$ cat src/rtl/cache_way_output_select_if.sv
// Lookup-side and response-side bus of the cache way read-out stage.
// slave = the select stage, master = the lookup source / response consumer.
interface cache_way_output_select_if #(
  parameter int block_size = 128,
  parameter int num_ways   = 4,
  parameter int word_size  = 32
);
  localparam int offset_w = $clog2(block_size / word_size);

  logic                           lookup_valid_i;
  logic                           lookup_ready_o;
  logic [num_ways-1:0]            hit_way_i;
  logic [offset_w-1:0]            word_offset_i;
  logic [num_ways*block_size-1:0] data_ways_i;

  logic                           out_valid_o;
  logic                           out_ready_i;
  logic                           hit_o;
  logic                           multi_hit_o;
  logic [block_size-1:0]          data_block_o;
  logic [word_size-1:0]           data_word_o;

  modport slave (
    input  lookup_valid_i, hit_way_i, word_offset_i, data_ways_i, out_ready_i,
    output lookup_ready_o, out_valid_o, hit_o, multi_hit_o, data_block_o, data_word_o
  );

  modport master (
    output lookup_valid_i, hit_way_i, word_offset_i, data_ways_i, out_ready_i,
    input  lookup_ready_o, out_valid_o, hit_o, multi_hit_o, data_block_o, data_word_o
  );
endinterface

$ cat src/rtl/cache_way_output_select.sv
// N-way cache read-out: selects hitting way block/word into a registered output, 1-cycle latency.
// Holds the result while out_ready_i is low; lookup_ready_o drops, so upstream stalls without loss.
module cache_way_output_select #(
  parameter int block_size = 128,
  parameter int num_ways   = 4,
  parameter int word_size  = 32
) (
  input  logic                         clk_i,
  input  logic                         rst_ni,
  cache_way_output_select_if.slave     bus,
  input  logic                         counters_clear_i,
  output logic [15:0]                  hit_count_o,
  output logic [15:0]                  miss_count_o
);

  logic                  acc;
  logic                  any_hit;
  logic                  multi_hit;
  logic [block_size-1:0] sel_block;
  logic [word_size-1:0]  sel_word;

  logic                  out_valid_q, out_valid_d;
  logic                  hit_q, hit_d;
  logic                  multi_hit_q, multi_hit_d;
  logic [block_size-1:0] block_q, block_d;
  logic [word_size-1:0]  word_q, word_d;
  logic [15:0]           hit_cnt_q, hit_cnt_d;
  logic [15:0]           miss_cnt_q, miss_cnt_d;

  assign bus.lookup_ready_o = ~out_valid_q | bus.out_ready_i;
  assign acc                = bus.lookup_valid_i & bus.lookup_ready_o;

  // Lowest-indexed hitting way wins; a second set bit flags a multi-hit.
  // A miss leaves sel_block at zero so nothing stale reaches the output.
  always_comb begin
    sel_block = '0;
    any_hit   = 1'b0;
    multi_hit = 1'b0;
    for (int k = 0; k < num_ways; k++) begin
      if (bus.hit_way_i[k]) begin
        if (any_hit) begin
          multi_hit = 1'b1;
        end else begin
          sel_block = bus.data_ways_i[k*block_size +: block_size];
          any_hit   = 1'b1;
        end
      end
    end
    sel_word = sel_block[int'(bus.word_offset_i)*word_size +: word_size];
  end

  always_comb begin
    out_valid_d = out_valid_q;
    hit_d       = hit_q;
    multi_hit_d = multi_hit_q;
    block_d     = block_q;
    word_d      = word_q;
    hit_cnt_d   = hit_cnt_q;
    miss_cnt_d  = miss_cnt_q;

    if (acc) begin
      out_valid_d = 1'b1;
      hit_d       = any_hit;
      multi_hit_d = multi_hit;
      block_d     = sel_block;
      word_d      = sel_word;
    end else if (bus.out_ready_i) begin
      out_valid_d = 1'b0;
    end

    // Clear wins over a coincident accept, which then goes uncounted.
    if (counters_clear_i) begin
      hit_cnt_d  = '0;
      miss_cnt_d = '0;
    end else if (acc) begin
      if (any_hit) begin
        if (hit_cnt_q != 16'hFFFF) hit_cnt_d = hit_cnt_q + 16'd1;
      end else begin
        if (miss_cnt_q != 16'hFFFF) miss_cnt_d = miss_cnt_q + 16'd1;
      end
    end
  end

  always_ff @(posedge clk_i or negedge rst_ni) begin
    if (!rst_ni) begin
      out_valid_q <= 1'b0;
      hit_q       <= 1'b0;
      multi_hit_q <= 1'b0;
      block_q     <= '0;
      word_q      <= '0;
      hit_cnt_q   <= '0;
      miss_cnt_q  <= '0;
    end else begin
      out_valid_q <= out_valid_d;
      hit_q       <= hit_d;
      multi_hit_q <= multi_hit_d;
      block_q     <= block_d;
      word_q      <= word_d;
      hit_cnt_q   <= hit_cnt_d;
      miss_cnt_q  <= miss_cnt_d;
    end
  end

  assign bus.out_valid_o  = out_valid_q;
  assign bus.hit_o        = hit_q;
  assign bus.multi_hit_o  = multi_hit_q;
  assign bus.data_block_o = block_q;
  assign bus.data_word_o  = word_q;
  assign hit_count_o      = hit_cnt_q;
  assign miss_count_o     = miss_cnt_q;

endmodule

$ cat src/flat_wrapper.sv
// flat-port wrapper written by rule: the top's interface ports become plain ports
module cache_way_output_select_flat 
#(
  parameter int block_size = 128,
  parameter int num_ways   = 4,
  parameter int word_size  = 32
)
  (clk_i, rst_ni, counters_clear_i, hit_count_o, miss_count_o, bus_lookup_valid_i, bus_hit_way_i, bus_word_offset_i, bus_data_ways_i, bus_out_ready_i, bus_lookup_ready_o, bus_out_valid_o, bus_hit_o, bus_multi_hit_o, bus_data_block_o, bus_data_word_o);
  cache_way_output_select_if #(.block_size(block_size), .num_ways(num_ways), .word_size(word_size)) bus_i ();
  input  logic clk_i;
  input  logic rst_ni;
  input  logic counters_clear_i;
  output logic [15:0] hit_count_o;
  output logic [15:0] miss_count_o;
  input wire logic [$bits(bus_i.lookup_valid_i)-1:0] bus_lookup_valid_i;
  input wire logic [$bits(bus_i.hit_way_i)-1:0] bus_hit_way_i;
  input wire logic [$bits(bus_i.word_offset_i)-1:0] bus_word_offset_i;
  input wire logic [$bits(bus_i.data_ways_i)-1:0] bus_data_ways_i;
  input wire logic [$bits(bus_i.out_ready_i)-1:0] bus_out_ready_i;
  output wire logic [$bits(bus_i.lookup_ready_o)-1:0] bus_lookup_ready_o;
  output wire logic [$bits(bus_i.out_valid_o)-1:0] bus_out_valid_o;
  output wire logic [$bits(bus_i.hit_o)-1:0] bus_hit_o;
  output wire logic [$bits(bus_i.multi_hit_o)-1:0] bus_multi_hit_o;
  output wire logic [$bits(bus_i.data_block_o)-1:0] bus_data_block_o;
  output wire logic [$bits(bus_i.data_word_o)-1:0] bus_data_word_o;
  assign bus_i.lookup_valid_i = bus_lookup_valid_i;
  assign bus_i.hit_way_i = bus_hit_way_i;
  assign bus_i.word_offset_i = bus_word_offset_i;
  assign bus_i.data_ways_i = bus_data_ways_i;
  assign bus_i.out_ready_i = bus_out_ready_i;
  assign bus_lookup_ready_o = bus_i.lookup_ready_o;
  assign bus_out_valid_o = bus_i.out_valid_o;
  assign bus_hit_o = bus_i.hit_o;
  assign bus_multi_hit_o = bus_i.multi_hit_o;
  assign bus_data_block_o = bus_i.data_block_o;
  assign bus_data_word_o = bus_i.data_word_o;
  cache_way_output_select #(.block_size(block_size), .num_ways(num_ways), .word_size(word_size)) u_core (.clk_i(clk_i), .rst_ni(rst_ni), .bus(bus_i), .counters_clear_i(counters_clear_i), .hit_count_o(hit_count_o), .miss_count_o(miss_count_o));
endmodule
$ cat config.mk
export PLATFORM = sky130hd
export DESIGN_NAME = cache_way_output_select_flat
export DESIGN_NICKNAME = d
export VERILOG_FILES = /design/src/rtl/cache_way_output_select_if.sv /design/src/rtl/cache_way_output_select.sv /design/src/flat_wrapper.sv
export SDC_FILE = /design/constraint.sdc
export NUM_CORES = 1
export LEC_CHECK = 0
export CAP_MARGIN = 15
export CORE_AREA = 2 2 283 285
export CTS_CLUSTER_DIAMETER = 200
export CTS_CLUSTER_SIZE = 20
export DETAILED_ROUTE_END_ITERATION = 10
export DIE_AREA = 0 0 285 287
export MAX_ROUTING_LAYER = met4
export PLACE_DENSITY = 0.36
export SYNTH_ARGS = -nofsm -noshare
export SYNTH_HDL_FRONTEND = slang
export SYNTH_SLANG_ARGS = --single-unit
$ cat constraint.sdc
create_clock -name clk_i -period 2 [get_ports clk_i]
set_clock_uncertainty 0.2 [all_clocks]
set_input_delay 0.3 -clock clk_i [delete_from_list [all_inputs] [get_ports clk_i]]
set_output_delay 0.3 -clock clk_i [all_outputs]
set_load 0.02 [all_outputs]
# Word level (Yosys, flattened, before mapping)
# Index checks and enable logic that the tools add are counted.
# totals
ff_bits,195
latch_bits,0
ram_bits,0
rom_bits,0
inputBits,523
out_inout_bits,196
wordCells,50
n_memories,0
# classes
addsub,2
multipliers,0
div_mod_pow,0
n_lt_le_gt_ge,0
eq_ne,3
n_shift,1
mux,27
bitwise_logic,3
n_reduce_logical,7
# op_table
cell,count
$mux 128,7
$mux 16,8
$shiftx 128x8->32,1
$add 16x1->16 const B,2
$ne 16x16->1 const B,2
$mux 1,12
$reduce_bool 2->1,5
$reduce_and 3->1,2
$ne 2x2->1 const B,1
$and 1x1->1,1
$not 1->1,1
$or 1x1->1,1

# Longest topological paths before layout
# logic_depth
word_depth,8
mapped_depth,9
depth_no_buf,6

# Least setup slack after synthesis
# OpenSTA, ideal clock, no wires.
# synth_path
path_type,register to register
from,"reg u_core.hit_cnt_q[0], in the netlist u_core.hit_count_o[0]"
to,"reg u_core.hit_cnt_q[13], in the netlist u_core.hit_count_o[13]"
setup_time_ps,125
arrival_ps,1879
required_time_ps,1675
path_slack_ps,-204
stages_incl_launch_ff,7
path_buffers,0
synth_period_minus_slack_ps,2204
cell_sequence,dfrtp_1 > ha_1 > and3_1 > nand4_1 > o211ai_1 > nor4_1 > mux2_2
# synth_via
elab_chain_cells,5
word_cells_on_any_way,8
classes_between,add/sub (1); eq/ne (1); mux (4); reduce/logical (2)
# synth_lines
item,line,source
start: declaration,cache_way_output_select.sv:27,"logic [15:0] hit_cnt_q, hit_cnt_d;"
start signal: assignment,cache_way_output_select.sv:99,hit_cnt_q <= hit_cnt_d;
$add 16x1->16,cache_way_output_select.sv:77,if (hit_cnt_q != 16'hFFFF) hit_cnt_d = hit_cnt_q + 16'd1;
$mux 16,cache_way_output_select.sv:77,
$mux 16,cache_way_output_select.sv:76,if (any_hit) begin
$mux 16,cache_way_output_select.sv:75,end else if (acc) begin
$mux 16,cache_way_output_select.sv:72,if (counters_clear_i) begin
# Several ways; a longest one is shown, not always the timed one. The select of a mux whose other input is x is not followed.
# A chain may end at the register's enable or synchronous reset.

# Worst setup path in the final report
# layout_path
from,"reg u_core.hit_cnt_q[1], in the netlist u_core.hit_count_o[1]"
to,"reg u_core.hit_cnt_q[11], in the netlist u_core.hit_count_o[11]"
# Same word-level chain as after synthesis.

==> impl_results.md <==
- Flop2flop setup slack: 0.03 ns
- Grt ovf: 0
- Fmax: 0.507 GHz
- Routed vias: around 15,000
- Clock power share: 0.262
- Final setup viols: 0
- Drt pass-1 iters: 7
- Vias/cell: 4.39
- Unrepaired setup endpoints after global routing: true
- Largest net degree at the start of global routing: 66
- Multi-input gate area: 0.00637 mm²
- Sequential Power Share: 0.344
- Worst-Margin Slew: 0.586 ns
- Mean Syn Cell Area: around 8.4 µm²
- Internal power: 8.88 mW
- Fin. max-slew vios: 0
- Vias in the first global route: 15,100
- Clock Path Buffers: 2
- Hold Path Class: in2async
- Power per cell area: 615 mW/mm²
- Switch share: 0.366
- Pre-CTS WS: -0.798 ns
- Worst reg2reg startpoint: u_core.hit_count_o[1]$_DFFE_PN0P_
- Area Overhead vs Synth: 97.0%
- Core ar.: 0.0786 mm²
- Routability cong.: 0.909
- CP Capture Type: flip-flop
- Largest area contributor in the netlist: dfrtp_1
- Peak VDD IR: 0.000416 V
- Post-synth top area share: 0.422
- #FFs+latches synth: 195
- Initial antenna violation count: 13
- Design area: 0.0228 mm²
- IO buf count: 718
- Final worst-path cycle share: 0.986
- Share of cells above drive strength 1: 0.167
- Distinct cells, synth: 56
- Final Power: around 14 mW
- Cells after synthesis: 1,377
- Max Cap Viol: 0
- CTS tree: yes
- Sequential fraction of the synthesis area: 0.422
- NetSw: 5.12 mW
- YS warnings: 0
- R2R cell count: 7
- CP Capture Point: u_core.hit_count_o[11]$_DFFE_PN0P_
- Cell Area, Placed: approximately 0.022 mm²
- Status: completed
- Reg clk slew, reported paths: 0.08 ns
- Crit. Startpoint: u_core.hit_count_o[1]$_DFFE_PN0P_
- Die Height: 287 µm
- Initial core utilization: 0.147
- CTS H-tree depth: 4
- # DRC: 0
- Top cells by area, synth: dfrtp_1 42%, nand2_1 9.9%, a221oi_1 6.7%, o21ai_0 4.9%, a22o_1 3.9%
- Global-route wire length before repair: 115 mm
- Final Hold Fails: 0
- Mapped Nets: 1,902
- Startpoint types: flip-flop
- Skew-Pair Late Insertion Delay: roughly 0.5 ns
- Worst path arrival time: 2.19 ns
- DRT Wirelength: 83.8 mm
- Die ar.: just over 0.08 mm²
- Slew margin rel.: 0.609
- Gate power share: 0.394
- FF/Latch Area: 0.00488 mm²
- Root Driver: clkbuf_16
- Initial drt markers: 942
- WP data required: 2.22 ns
- ANT nets after route: 0
- Primary FF master, synth: dfrtp_1
- CP max FO: 8
- FILL cells: 8,426
- Post-Syn Area: 0.0116 mm²
- Overall global routing resource usage: 0.203
- Setup ws final: 0.0273 ns
- Setup TNS: 0 ns
- CTS sink cnt: 195
- Site Rows: 103
- NumNets Final: about 2,800
- Post-synth EDFFs: 0
- Critical R2R Capture: u_core.hit_count_o[11]$_DFFE_PN0P_
- DPL Wire Length: between 60 and 70 mm
- Num CTS Buffers: 17
- Synth async-reset ratio: 1.00
- Die width: 285 µm
- Io pins: 719
- Setup CP Type: reg2reg
- Pleak: 9.75 nW
- Post-layout minimum cycle time: between 1.5 and 2 ns
- Routed WL per cell: 25.2 µm
flip-flops by register name (all words and copies together) (netlist names):
name and cells:
u_core.bus.multi_hit_o 1, u_core.bus.hit_o 1, u_core.bus.data_block_o 128, u_core.bus.data_word_o 32, u_core.miss_count_o 16, u_core.bus.out_valid_o 1, u_core.hit_count_o 16
worst max-delay path: stages (launching register included):
cell and delay (ns):
dfrtp_2 0.43, ha_4 0.17, and3_4 0.18, nand4_1 0.11, o211ai_1 0.13, buf_4 0.20
or3_1 0.34, a21oi_1 0.14
cell type report:
class                           instances  share of cell area
Antenna cell                           11             0.00121
Clock buffer                           21              0.0207
Clock inverter                         11             0.00517
Inverter                               25             0.00423
Multi-Input combinational cell       1036               0.280
Sequential cell                       195               0.215
Tap cell                             1050              0.0577
Timing Repair Buffer                  976               0.416
per-layer routing:
| metal | track usage | routed length, µm |
|---|---|---|
| met5 | - | 0 |
| met3 | 0.0519 | 5530 |
| met1 | 0.248 | 35900 |
| met4 | 0.0669 | 2220 |
| met2 | 0.327 | 40200 |
worst min path at each step:
stage	startpoint	slack (ns)	to	depth (start not counted)
2_1_floorplan	rst_ni	-0.20	u_core.bus.data_block_o[0]$_DFFE_PN0P_	0
3_3_place_gp	rst_ni	0.09	u_core.bus.data_block_o[67]$_DFFE_PN0P_	1
3_5_place_dp	rst_ni	0.09	u_core.bus.data_block_o[67]$_DFFE_PN0P_	1
4_1_cts	rst_ni	0.11	u_core.bus.data_block_o[67]$_DFFE_PN0P_	2
5_1_grt	rst_ni	0.11	u_core.bus.data_block_o[67]$_DFFE_PN0P_	2
6_report	rst_ni	0.09	u_core.bus.data_block_o[67]$_DFFE_PN0P_	2
power by group through the flow:
stage / registers (mW) / clock network [mW] / logic (mW)
floorplan: 5.54 / 0 / 1.33
global placement: 4.90 / 0 / 5.91
detailed placement: 4.92 / 0 / 5.89
CTS: 4.82 / 3.85 / 5.57
global route: 4.88 / 3.96 / 5.90
finish: 4.81 / 3.67 / 5.52
cell families (layout without fill, tap and decap cells):
logic type,Yosys count,after routing,synth area share
compound gates,445,445,0.278
xor+xnor,21,21,0.0159
fa+ha+maj,3,3,0.00303
buf+inv,146,1033,0.0527
flops,195,195,0.422
mux,18,18,0.0173
other cells,0,11,0
simple gates,549,549,0.210
cells in the mapped netlist, types with 23 or more instances:
| master | count |
|---|---|
| nand2_1 | 306 |
| dfrtp_1 | 195 |
| nor2_1 | 120 |
| o21ai_0 | 112 |
| a221oi_1 | 88 |
| clkbuf_1 | 66 |
| a21oi_1 | 60 |
| a22o_1 | 52 |
| buf_2 | 31 |
| o22ai_1 | 28 |
| a22oi_1 | 25 |
| inv_1 | 24 |
| nor3_1 | 23 |
layout by cell type, fill, tap and decap left out, types with 52 or more instances in the layout:
cell type,instances
a21oi_1,58
a221oi_1,86
a22o_1,52
buf_4,215
clkdlybuf4s50_1,517
dfrtp_1,191
dlygate4sd2_1,191
nand2_1,304
nor2_1,115
o21ai_0,106
through the flow:
step | utilization | std cells | hold slack [ns]
floorplan | - | 1377 | -0.196
global route | 0.289 | 3325 | 0.111
global placement | 0.279 | 3269 | 0.0867
finish | 0.289 | 3325 | 0.0914
detailed placement | 0.279 | 3269 | 0.0884
CTS | 0.286 | 3304 | 0.107
what timing repair did:
action	4_1_cts	5_1_grt
resized for setup	229	29
buffers inserted	1	8
hold buffers	1	0
endpoints found under the hold margin	195	0
endpoints found under the setup margin	228	28
pin swaps	3	11
cloned	1	2
(Power assumes the default switching activity.)
